### src/rtl/uart_loader.sv
// uart_loader: boot loader that reads a word count and N words through the UART manager,
// writes them to instruction memory at consecutive addresses, then transmits an ack byte.
module uart_loader #(
  parameter int         ADDR_WIDTH = 15,
  parameter logic [7:0] ACK_BYTE   = 8'hAA
) (
  input  logic                  clk,
  input  logic                  rstn,
  input  logic                  start,
  output logic                  busy,
  output logic                  finished,
  output logic                  overflow,
  output logic [31:0]           words_loaded,
  output logic                  order,
  input  logic                  accepted,
  input  logic                  done,
  output logic [1:0]            size,
  output logic                  write_flag,
  output logic [31:0]           write_data,
  input  logic [31:0]           read_data,
  output logic                  mem_we,
  output logic [ADDR_WIDTH-1:0] mem_addr,
  output logic [31:0]           mem_wdata
);
  localparam logic [3:0] IDLE      = 4'd0;
  localparam logic [3:0] LEN_REQ   = 4'd1;
  localparam logic [3:0] LEN_WAIT  = 4'd2;
  localparam logic [3:0] DATA_REQ  = 4'd3;
  localparam logic [3:0] DATA_WAIT = 4'd4;
  localparam logic [3:0] WRITE     = 4'd5;
  localparam logic [3:0] ACK_REQ   = 4'd6;
  localparam logic [3:0] ACK_WAIT  = 4'd7;
  localparam logic [3:0] DONE      = 4'd8;
  localparam logic [32:0] DEPTH = 33'(1) << ADDR_WIDTH;
  logic [3:0]  state, nxt;
  logic [31:0] n, index;
  logic        in_range, restart, last;
  assign in_range = {1'b0, index} < DEPTH;
  assign restart  = (state == IDLE || state == DONE) && start;
  assign last     = index + 32'd1 == n;
  always_comb begin
    nxt = state;
    case (state)
      IDLE, DONE: nxt = start ? LEN_REQ : state;
      LEN_REQ:    nxt = accepted ? LEN_WAIT : state;
      LEN_WAIT:   nxt = !done ? state : read_data == 32'd0 ? ACK_REQ : DATA_REQ;
      DATA_REQ:   nxt = accepted ? DATA_WAIT : state;
      DATA_WAIT:  nxt = done ? WRITE : state;
      WRITE:      nxt = last ? ACK_REQ : DATA_REQ;
      ACK_REQ:    nxt = accepted ? ACK_WAIT : state;
      ACK_WAIT:   nxt = done ? DONE : state;
      default:    nxt = IDLE;
    endcase
  end
  // Outputs are registered from the next state, so order never sees accepted combinationally.
  always_ff @(posedge clk or negedge rstn) begin
    if (!rstn) begin
      state        <= IDLE;
      n            <= '0;
      index        <= '0;
      busy         <= 1'b0;
      finished     <= 1'b0;
      overflow     <= 1'b0;
      words_loaded <= '0;
      order        <= 1'b0;
      size         <= 2'b00;
      write_flag   <= 1'b0;
      write_data   <= '0;
      mem_we       <= 1'b0;
      mem_addr     <= '0;
      mem_wdata    <= '0;
    end else begin
      state    <= nxt;
      busy     <= nxt != IDLE && nxt != DONE;
      finished <= nxt == DONE;
      order    <= nxt == LEN_REQ || nxt == DATA_REQ || nxt == ACK_REQ;
      mem_we   <= state == DATA_WAIT && done && in_range;
      if (nxt == LEN_REQ || nxt == DATA_REQ) begin
        size       <= 2'b10;
        write_flag <= 1'b0;
        write_data <= '0;
      end
      if (nxt == ACK_REQ) begin
        size       <= 2'b00;
        write_flag <= 1'b1;
        write_data <= {24'b0, ACK_BYTE};
      end
      if (restart) begin
        words_loaded <= '0;
        overflow     <= 1'b0;
        index        <= '0;
        n            <= '0;
      end
      if (state == LEN_WAIT && done) n <= read_data;
      if (state == DATA_WAIT && done) begin
        mem_addr  <= index[ADDR_WIDTH-1:0];
        mem_wdata <= read_data;
      end
      // Words past the memory end are still consumed from the host but never written.
      if (state == WRITE) begin
        index        <= index + 32'd1;
        words_loaded <= words_loaded + 32'd1;
        overflow     <= overflow | !in_range;
      end
    end
  end
endmodule

### config.mk
export PLATFORM = sky130hd
export DESIGN_NAME = uart_loader
export DESIGN_NICKNAME = d
export VERILOG_FILES = /design/src/rtl/uart_loader.sv
export SDC_FILE = /design/constraint.sdc
export NUM_CORES = 1
export LEC_CHECK = 0
export CORE_MARGIN = 4
export CORE_UTILIZATION = 43
export CTS_CLUSTER_SIZE = 30
export DETAILED_ROUTE_END_ITERATION = 12
export GPL_TIMING_DRIVEN = 0
export PLACE_DENSITY = 0.68
export SLEW_MARGIN = 15
export SYNTH_ARGS = -nofsm -noshare
export SYNTH_HDL_FRONTEND = slang
export SYNTH_SLANG_ARGS = --single-unit
export TNS_END_PERCENT = 5
### constraint.sdc
create_clock -name clk -period 3.08 [get_ports clk]
set_input_delay 0.616 -clock clk [delete_from_list [all_inputs] [get_ports clk]]
set_output_delay 0.616 -clock clk [all_outputs]
set_load 0.1 [all_outputs]
; Word-level counts from Yosys, hierarchy flattened
; Cells that the tools add are included.
[word_totals]
wordCells = 70
register_bits = 187
output_inout_bits = 119
in_bits = 37
[op_classes]
magnitude_cmp = 1
n_addsub = 2
eq_ne = 14
bitwise = 1
muxes = 22
reduce_logical = 16
[op_table]
columns = op, count
row1 = 32-bit 2-to-1 mux, 6
row2 = "32-bit by 1-bit adder with 32-bit output, second input constant", 2
row3 = 32-bit == test, 1
row4 = 32-bit logical NOT, 1
row5 = "32-bit by 16-bit < comparator with 1-bit output, second input constant", 1
row6 = 4-bit case mux with 8 select lines, 1
row7 = 4-bit 2-to-1 mux, 7
row8 = "4-bit by 3-bit == test with 1-bit output, second input constant", 5
row9 = "4-bit by 2-bit == test with 1-bit output, second input constant", 3
row10 = "4-bit by 1-bit == test with 1-bit output, second input constant", 2
row11 = "4-bit == test, second input constant", 2
row12 = 3-bit 2-to-1 mux, 2
row13 = 2-bit nonzero test, 3
row14 = 1-bit logical AND, 5
row15 = 4-bit logical NOT, 1
row16 = 1-bit 2-to-1 mux, 4
row17 = 2-bit 2-to-1 mux, 2
row18 = "4-bit inequality test, second input constant", 1
row19 = 4-bit nonzero test, 1
row20 = 1-bit logical OR, 3
row21 = 2-bit OR reduction, 1
row22 = 1-bit logical NOT, 1
row23 = 1-bit OR, 1

; Depth between registers and ports, before layout
; Gate-level depths: netlist of the first run.
[depth]
word_depth = 8
depth_mapped = 10
ltp_nobuf = 9

; Worst setup path before layout of the first run
; OpenSTA, ideal clock, no wires.
[synth_path]
path_kind = register -> register
start = reg words_loaded[0]
end = reg words_loaded[31]
arrival_ns = 2.744
required_ns = 2.918
n_path_buf = 1
synth_period_minus_slack_ns = 2.906
setup_slack_ns = 0.174
setup_time_ns = 0.162
path_stages_with_launch = 10
cell_sequence = dfrtp_1 > nand4_1 > nor3_2 > nand4_1 > nor3_2 > nand3_1 > or2_0 > clkbuf_1 > o211ai_1 > o31ai_1
[synth_via]
elab_chain_cells = 2
[synth_rtl]
columns = item, line_no
row1 = "start, declared", 13  ; output logic [31:0] words_loaded,
row2 = "start signal, assigned", 102  ; words_loaded <= words_loaded + 32'd1;
row3 = 32-bit by 1-bit adder with 32-bit output, 102
row4 = 32-bit 2-to-1 mux, 100  ; if (state == WRITE) begin
; Every way passes these cells.
; A chain may end at the register's enable or synchronous reset.

; Final worst setup path of the first run
[layout_path]
start = reg index[5]
end = reg write_data[5]
[layout_via]
elab_chain_cells = 7
elab_cells_between_ends = 10
cone_classes = 1 x add/sub / 4 x eq/ne / 3 x mux / 2 x reduce/logical
[layout_rtl]
columns = item, line_no
row1 = "start, declared", 36  ; logic [31:0] n, index;
row2 = "start signal, assigned", 101  ; index <= index + 32'd1;
row3 = 32-bit by 1-bit adder with 32-bit output (*), 40  ; assign last = index + 32'd1 == n;
row4 = 32-bit == test (*), 40
row5 = 3-bit 2-to-1 mux (*), 49  ; WRITE: nxt = last ? ACK_REQ : DATA_REQ;
row6 = 4-bit case mux with 8 select lines (*), 43  ; case (state)
row7 = 4-bit by 1-bit == test with 1-bit output / 4-bit by 2-bit == test with 1-bit output (equally long branches), 78  ; if (nxt == LEN_REQ || nxt == DATA_REQ) begin
row8 = 1-bit logical OR, 78
row9 = 2-bit nonzero test (no source line), n/a
row10 = "end signal, assigned", 86  ; write_data <= {24'b0, ACK_BYTE};
row11 = "end, declared", 19  ; output logic [31:0] write_data,
; Every way passes the cells marked *; elsewhere a longest branch is shown, timed or not.

==> results.toml, run 1 <==
[sta]
finalCriticalPeriod_ps = 3050
worstMarginPinSlew_ps = 1020
holdWs_ps = 127
hold_viol_final = 0
post-route-period-util = 0.990
fin_worst_skew_ps = 11.4
fmax_mhz = 328
slew_headroom = 0.315
setup_tns_ps = 0
slew_violations = 0
rsz0062_at_grt = "true"
setup_violations = 0

[synth]
yosysTopAreaCell = "dfrtp_1"
synth_top_cell_area_share = 0.484
synth_top_cells_by_count = "dfrtp_1 (154), nand2_1 (78), o21ai_0 (75), mux2_2 (48), nor2_1 (47)"
synth_edf_count = 0
synth_cell_types = 52
yosys-top-cells-area = "dfrtp_1 (48%), mux2_2 (6.8%), o21ai_0 (4.7%)"
ys_warn_count = 0
yosysMostFrequentCell = "dfrtp_1"
synth-seq-cells = 154
avgSynthCellArea_um2 = 9.97
ys.flop_type = "dfrtp_1"
synth-async-reset-ratio = 1.00
netlist_instances = 798
syn_area_um2 = 7960
ys_seq_area_frac = 0.484

[routing]
drtIter0Drc = 486
topRoutingLayerUsed = "met4"
met3_length_mm = 1.47
routed_wl_mm = 21.6
ant_nets = 0
dr.pass1.iters = 5
wl_met1_mm = 9.79
viasPerCell = 5.53
wl_per_cell_um = 17.7
drc_errors = 0
wl_met2_mm = 9.69
vias = 6737

[floorplan]
rows = 49
die_w_um = 144
num_io_pins = 156
die_h_um = 144
dieArea_um2 = 20700
fp.coreArea_um2 = 18100
start_util = 0.440

[worst_setup_path]
crit_type = "register to register"
end_kind = "register"
cp.required_ps = 3450
cp.arrival_ps = 3410
cp-start-kind = "register"
cp_max_fo = 10

[global_route]
antenna_found_initial = 0
grt_max_degree = 91
track_usage = 0.213
grt_overflow = 0
grt_pass1_wl_mm = 34.5
grt_pass1_vias = 6472

[power]
p_leak_uw = 0.00452
power_uw = 10200
power.density_nw_per_um2 = 981
peakVddDrop_v = 0.000973

[cts]
cts_buffer_depth = 2
tritoncts = "built"
clockRootBuffer = "clkbuf_16"
clk_pin_slew_ps = 70
insertion_delay_ps = 430
h-tree-depth = 4
cts_sinks = 154
numCtsBuffers = 17

[place]
dp_hpwl_mm = 15.7
gp_congestion = 0.899
dpl.cell_count = 1182
port_buffers = 126

[final_layout]
nets = 1016
n_antenna_cell = 0
final-instance-count-excl-fill = 1219
drive_gt1_frac = 0.156
area_growth_pct = 30.2
final_util = 0.573

[worst_hold_path]
hold_path_class = "input port to asynchronous set/reset pin"

[status]
status = "complete, no violations"

[run]
drv_cap = 0
==> power by group <==
part,internal (µW),leakage [µW],switching [µW],total [µW]
sequential,2500,0.00205,332,2830
clock,1230,0.000302,935,2160
combinational,1380,0.00216,3790,5170
total,5110,0.00452,5060,10200
==> metrics by stage <==
step                      cell area (µm²)  setup slack, ps
after global routing                10400             -105
after CTS                           10300             33.4
final                               10400             31.7
after detailed placement             9640             -289
after global placement               9610            -4950
after floorplan                      8060              174
==> cell type report <==
cell class,count,area (µm²)
fill,1578,7730
sequential,154,3850
multi-input combinational,584,3800
timing repair buffer,134,1350
buffer,80,443
clock buffer,17,425
tap,229,287
clock inverter,15,181
inverter,6,22.5
==> repair_timing <==
item | CTS | global route
resized for setup | 4 | 8
hold buffers | 0 | 0
buffers inserted | 7 | 0
setup endpoints to repair | 4 | 8
pin swaps | 4 | 1
==> final timing paths <==
| path | startpoint | depth (start not counted) | slack, ps | endpoint |
|---|---|---|---|---|
| max | index[5] | 11 | 30 | write_data[5] |
| min | rstn | 1 | 130 | mem_addr[7] |
| max reg2reg | index[5] | 11 | 30 | write_data[5] |
| min reg2reg | overflow | 2 | 480 | overflow |
| max in group asynchronous | rstn | 2 | 2150 | mem_wdata[21] |
| min in group clk | overflow | 2 | 480 | overflow |
==> worst max-delay path: stages, from the launching register on <==
cell      delay, ps
dfrtp_1         370
buf_4           160
nand3_2         160
clkbuf_1        460
nor2_1          190
and3_1          270
xnor2_1         150
nor4_1          460
nand4_1         150
buf_4           180
o31ai_4         250
and3_1          180
==> flip-flops by register name, summed over array words and instances, names as in the netlist <==
| name | count |
|---|---|
| index | 32 |
| state | 4 |
| n | 32 |
| busy | 1 |
| mem_addr | 15 |
| mem_we | 1 |
| mem_wdata | 32 |
| write_data | 1 |
| finished | 1 |
| size | 1 |
| order | 1 |
| overflow | 1 |
| words_loaded | 32 |
==> placed cells by master, fill, tap and decap left out, types with 4 or more instances in the layout <==
cell type and instances:
nor4_2 6, a211oi_1 5, o21ai_0 75, dfrtp_1 153
nand3b_1 5, or3_1 4, nand2_1 78, clkdlybuf4s50_1 125
nor2_1 47, clkbuf_16 17, buf_4 42, nand3_1 35
a22o_1 32, a21oi_1 13, buf_2 9, nor3_1 13
nand2b_1 7, o31ai_1 20, buf_1 6, mux2_2 48
inv_6 5, nand4_1 24, mux2i_1 9, clkbuf_1 30
a31oi_1 11, xor2_1 20, conb_1 29, o211ai_1 10
nor4_1 17, xnor2_1 25, and3_1 11, inv_1 6
==> layer usage <==
layer / global-route usage / vias to the layer above
li1: - / 3223
met1: 0.293 / 3242
met2: 0.325 / 233
met3: 0.0479 / 39
met4: 0.0887 / 0
met5: 0 / -
==> cell families (layout without fill, tap and decap cells) <==
kind of cell               Yosys count  in the layout  share of synthesized area
AOI/OAI and AO/OA                  177            177                      0.145
xor gates and xnor gates            45             45                     0.0495
adders and majority gates            2              2                    0.00314
buffers and inverters               88            252                     0.0594
DFF                                154            154                      0.484
muxes                               57             57                     0.0793
other                                1             29                   0.000471
and+or+nand+nor                    274            274                      0.179
Power figures use the tool's default switching activity.
==> run 2: changes to the inputs <==
Settings changed: CTS_CLUSTER_SIZE 30 to not set, GPL_ROUTABILITY_DRIVEN set to 0, MAX_ROUTING_LAYER set to met4.
==> run 2 against run 1 <==
Effect of this change:
- flip-flop and latch count unchanged
- sequential power about the same
- critical path depth unchanged
- count of clock-buffer cells in the layout increased by 3
- clock power increased by 5%
- via count decreased by 0.16%
- first-iteration DRC count decreased by 1.9%
- final cell count unchanged
- fmax increased by 1.9%
- setup slack improved by 58 ps
- critical path type unchanged
- highest routed layer unchanged
==> results.toml, run 2 (synthesis results as in run 1) <==
[routing]
drtIter0Drc = 477
ant_nets = 0
dr.pass1.iters = 4
routed_wl_mm = 21.7
drc_errors = 0
wl_per_cell_um = 17.8
vias = 6726
viasPerCell = 5.52

[worst_setup_path]
cp-start-kind = "register"
crit_type = "register to register"
worstPathCellList = "buf_4 -> nand3_2 -> buf_1 -> nor2_1 -> and3_1 -> xnor2_1 -> nor4_1 -> nand4_1 -> buf_4 -> o31ai_4 -> and3_1"
cp.required_ps = 3460
slowest_delay_ps = 480
cp_max_fo = 10
cp.arrival_ps = 3370
slowest_stage = "buf_1"
end_kind = "register"

[cts]
insertion_delay_ps = 440
numCtsBuffers = 17
cts_sinks = 154
clockRootBuffer = "clkbuf_16"
clk_pin_slew_ps = 70
h-tree-depth = 4
cts_buffer_depth = 2
tritoncts = "built"
ctsHoldBuffers = 0

[final_layout]
final_common_cell = "dfrtp_1"
multi_input_area_um2 = 3780
area_growth_pct = 30.3
fill_cells = 1551
ff_latch_area_um2 = 3860
nets = 1016
n_antenna_cell = 0
mostFrequentLayoutCells = "dfrtp_1 (152), clkdlybuf4s50_1 (125), nand2_1 (78)"
drive_gt1_frac = 0.153

[floorplan]
dieArea_um2 = 20700
die_h_um = 144
fp.coreArea_um2 = 18100
start_util = 0.440
rows = 49
die_w_um = 144
num_io_pins = 156

[global_route]
antenna_found_initial = 0
grt_pass1_wl_mm = 34.7
grt_overflow = 0
grt_max_degree = 93
grt_pass1_vias = 6442
track_usage = 0.221

[run]
drv_cap = 0

[sta]
setup_violations = 0
fin_worst_skew_ps = 11.3
post-route-period-util = 0.971
slew_violations = 0
worstMarginPinSlew_ps = 1020
hold_viol_final = 0
slew_headroom = 0.318
final.setup.worst_slack_ps = 89.8
fmax_mhz = 334
finalCriticalPeriod_ps = 2990
holdWs_ps = 115
rsz0062_at_grt = "true"

[worst_hold_path]
hold_path_class = "input port to asynchronous set/reset pin"

[power]
power.density_nw_per_um2 = 992
p_leak_uw = 0.00452
peakVddDrop_v = 0.000909

[status]
status = "complete, no violations"

[place]
dp_slack_ps = -207
port_buffers = 126
dp_hpwl_mm = 15.6
-- run 2: cell types whose count changed in the layout (fill, tap and decap cells not counted), moves of 2 or more --
cell	before	now
bufinv_16	2	4
inv_6	5	2
inv_8	3	1
nor4_1	17	21
nor4_2	6	1
-- run 2: final cells by class --
type / count / area share
Multi-Input combinational cell: 584 / 0.365
Timing Repair Buffer: 134 / 0.130
Clock inverter: 12 / 0.0181
Buffer: 80 / 0.0428
Tap cell: 229 / 0.0276
Sequential cell: 154 / 0.372
Clock buffer: 20 / 0.0431
Inverter: 6 / 0.00217
-- run 2: critical path, delay by kind of cell, from the launching register on --
family	cells	cell delay, ps
AND/OR/NAND/NOR	6	1360
buffers and inverters	3	820
flip-flops	1	360
AO/OA/AOI/OAI	1	260
XOR/XNOR	1	130
-- run 2: layer usage --
metal / vias to the layer above / wire [µm] / track usage
li1: 3211 / - / -
met1: 3226 / 9870 / 0.296
met2: 256 / 9930 / 0.333
met3: 33 / 1430 / 0.0503
met4: 0 / 510 / 0.0748
met5: - / 0 / -
-- run 2: path summary, 6_finish.rpt --
path	from	to	slack [ps]	cells after the start
setup / recovery	index[5]	write_data[5]	90	11
hold / removal	rstn	mem_addr[9]	110	1
setup reg to reg	index[5]	write_data[5]	90	11
hold reg to reg	words_loaded[31]	words_loaded[31]	490	1
max in group asynchronous	rstn	n[31]	2140	2
min in group clk	words_loaded[31]	words_loaded[31]	490	1
-- run 2: per-stage QoR --
step | utilization | TNS [ps] | instances | total power [µW] | cell area (µm²)
4_1_cts | 0.572 | 0 | 1219 | 10300 | 10300
2_1_floorplan | - | 0 | 826 | 6740 | 8060
3_5_place_dp | 0.533 | -2240 | 1182 | 8020 | 9640
3_3_place_gp | 0.531 | -758350 | 1181 | 7970 | 9610
6_report | 0.573 | 0 | 1219 | 10300 | 10400
5_1_grt | 0.573 | -224 | 1219 | 10700 | 10400
-- run 2: timing repair --
| action | in CTS | in global routing |
|---|---|---|
| gates resized for setup | 4 | 9 |
| setup endpoints to repair | 4 | 7 |
| setup buffers | 6 | 1 |
| pin swaps | 3 | 0 |
-- run 2: report_power, final --
group | switching [µW] | internal (µW) | total (µW)
Combinational | 3790 | 1380 | 5170
Sequential | 337 | 2500 | 2840
Clock | 884 | 1390 | 2270
Total | 5010 | 5270 | 10300
==> run 3: changes to the inputs <==
Settings changed: CTS_CLUSTER_SIZE set to 30.
==> results of run 3 <==
Final layout, timing and power as in run 2 (identical DEF).
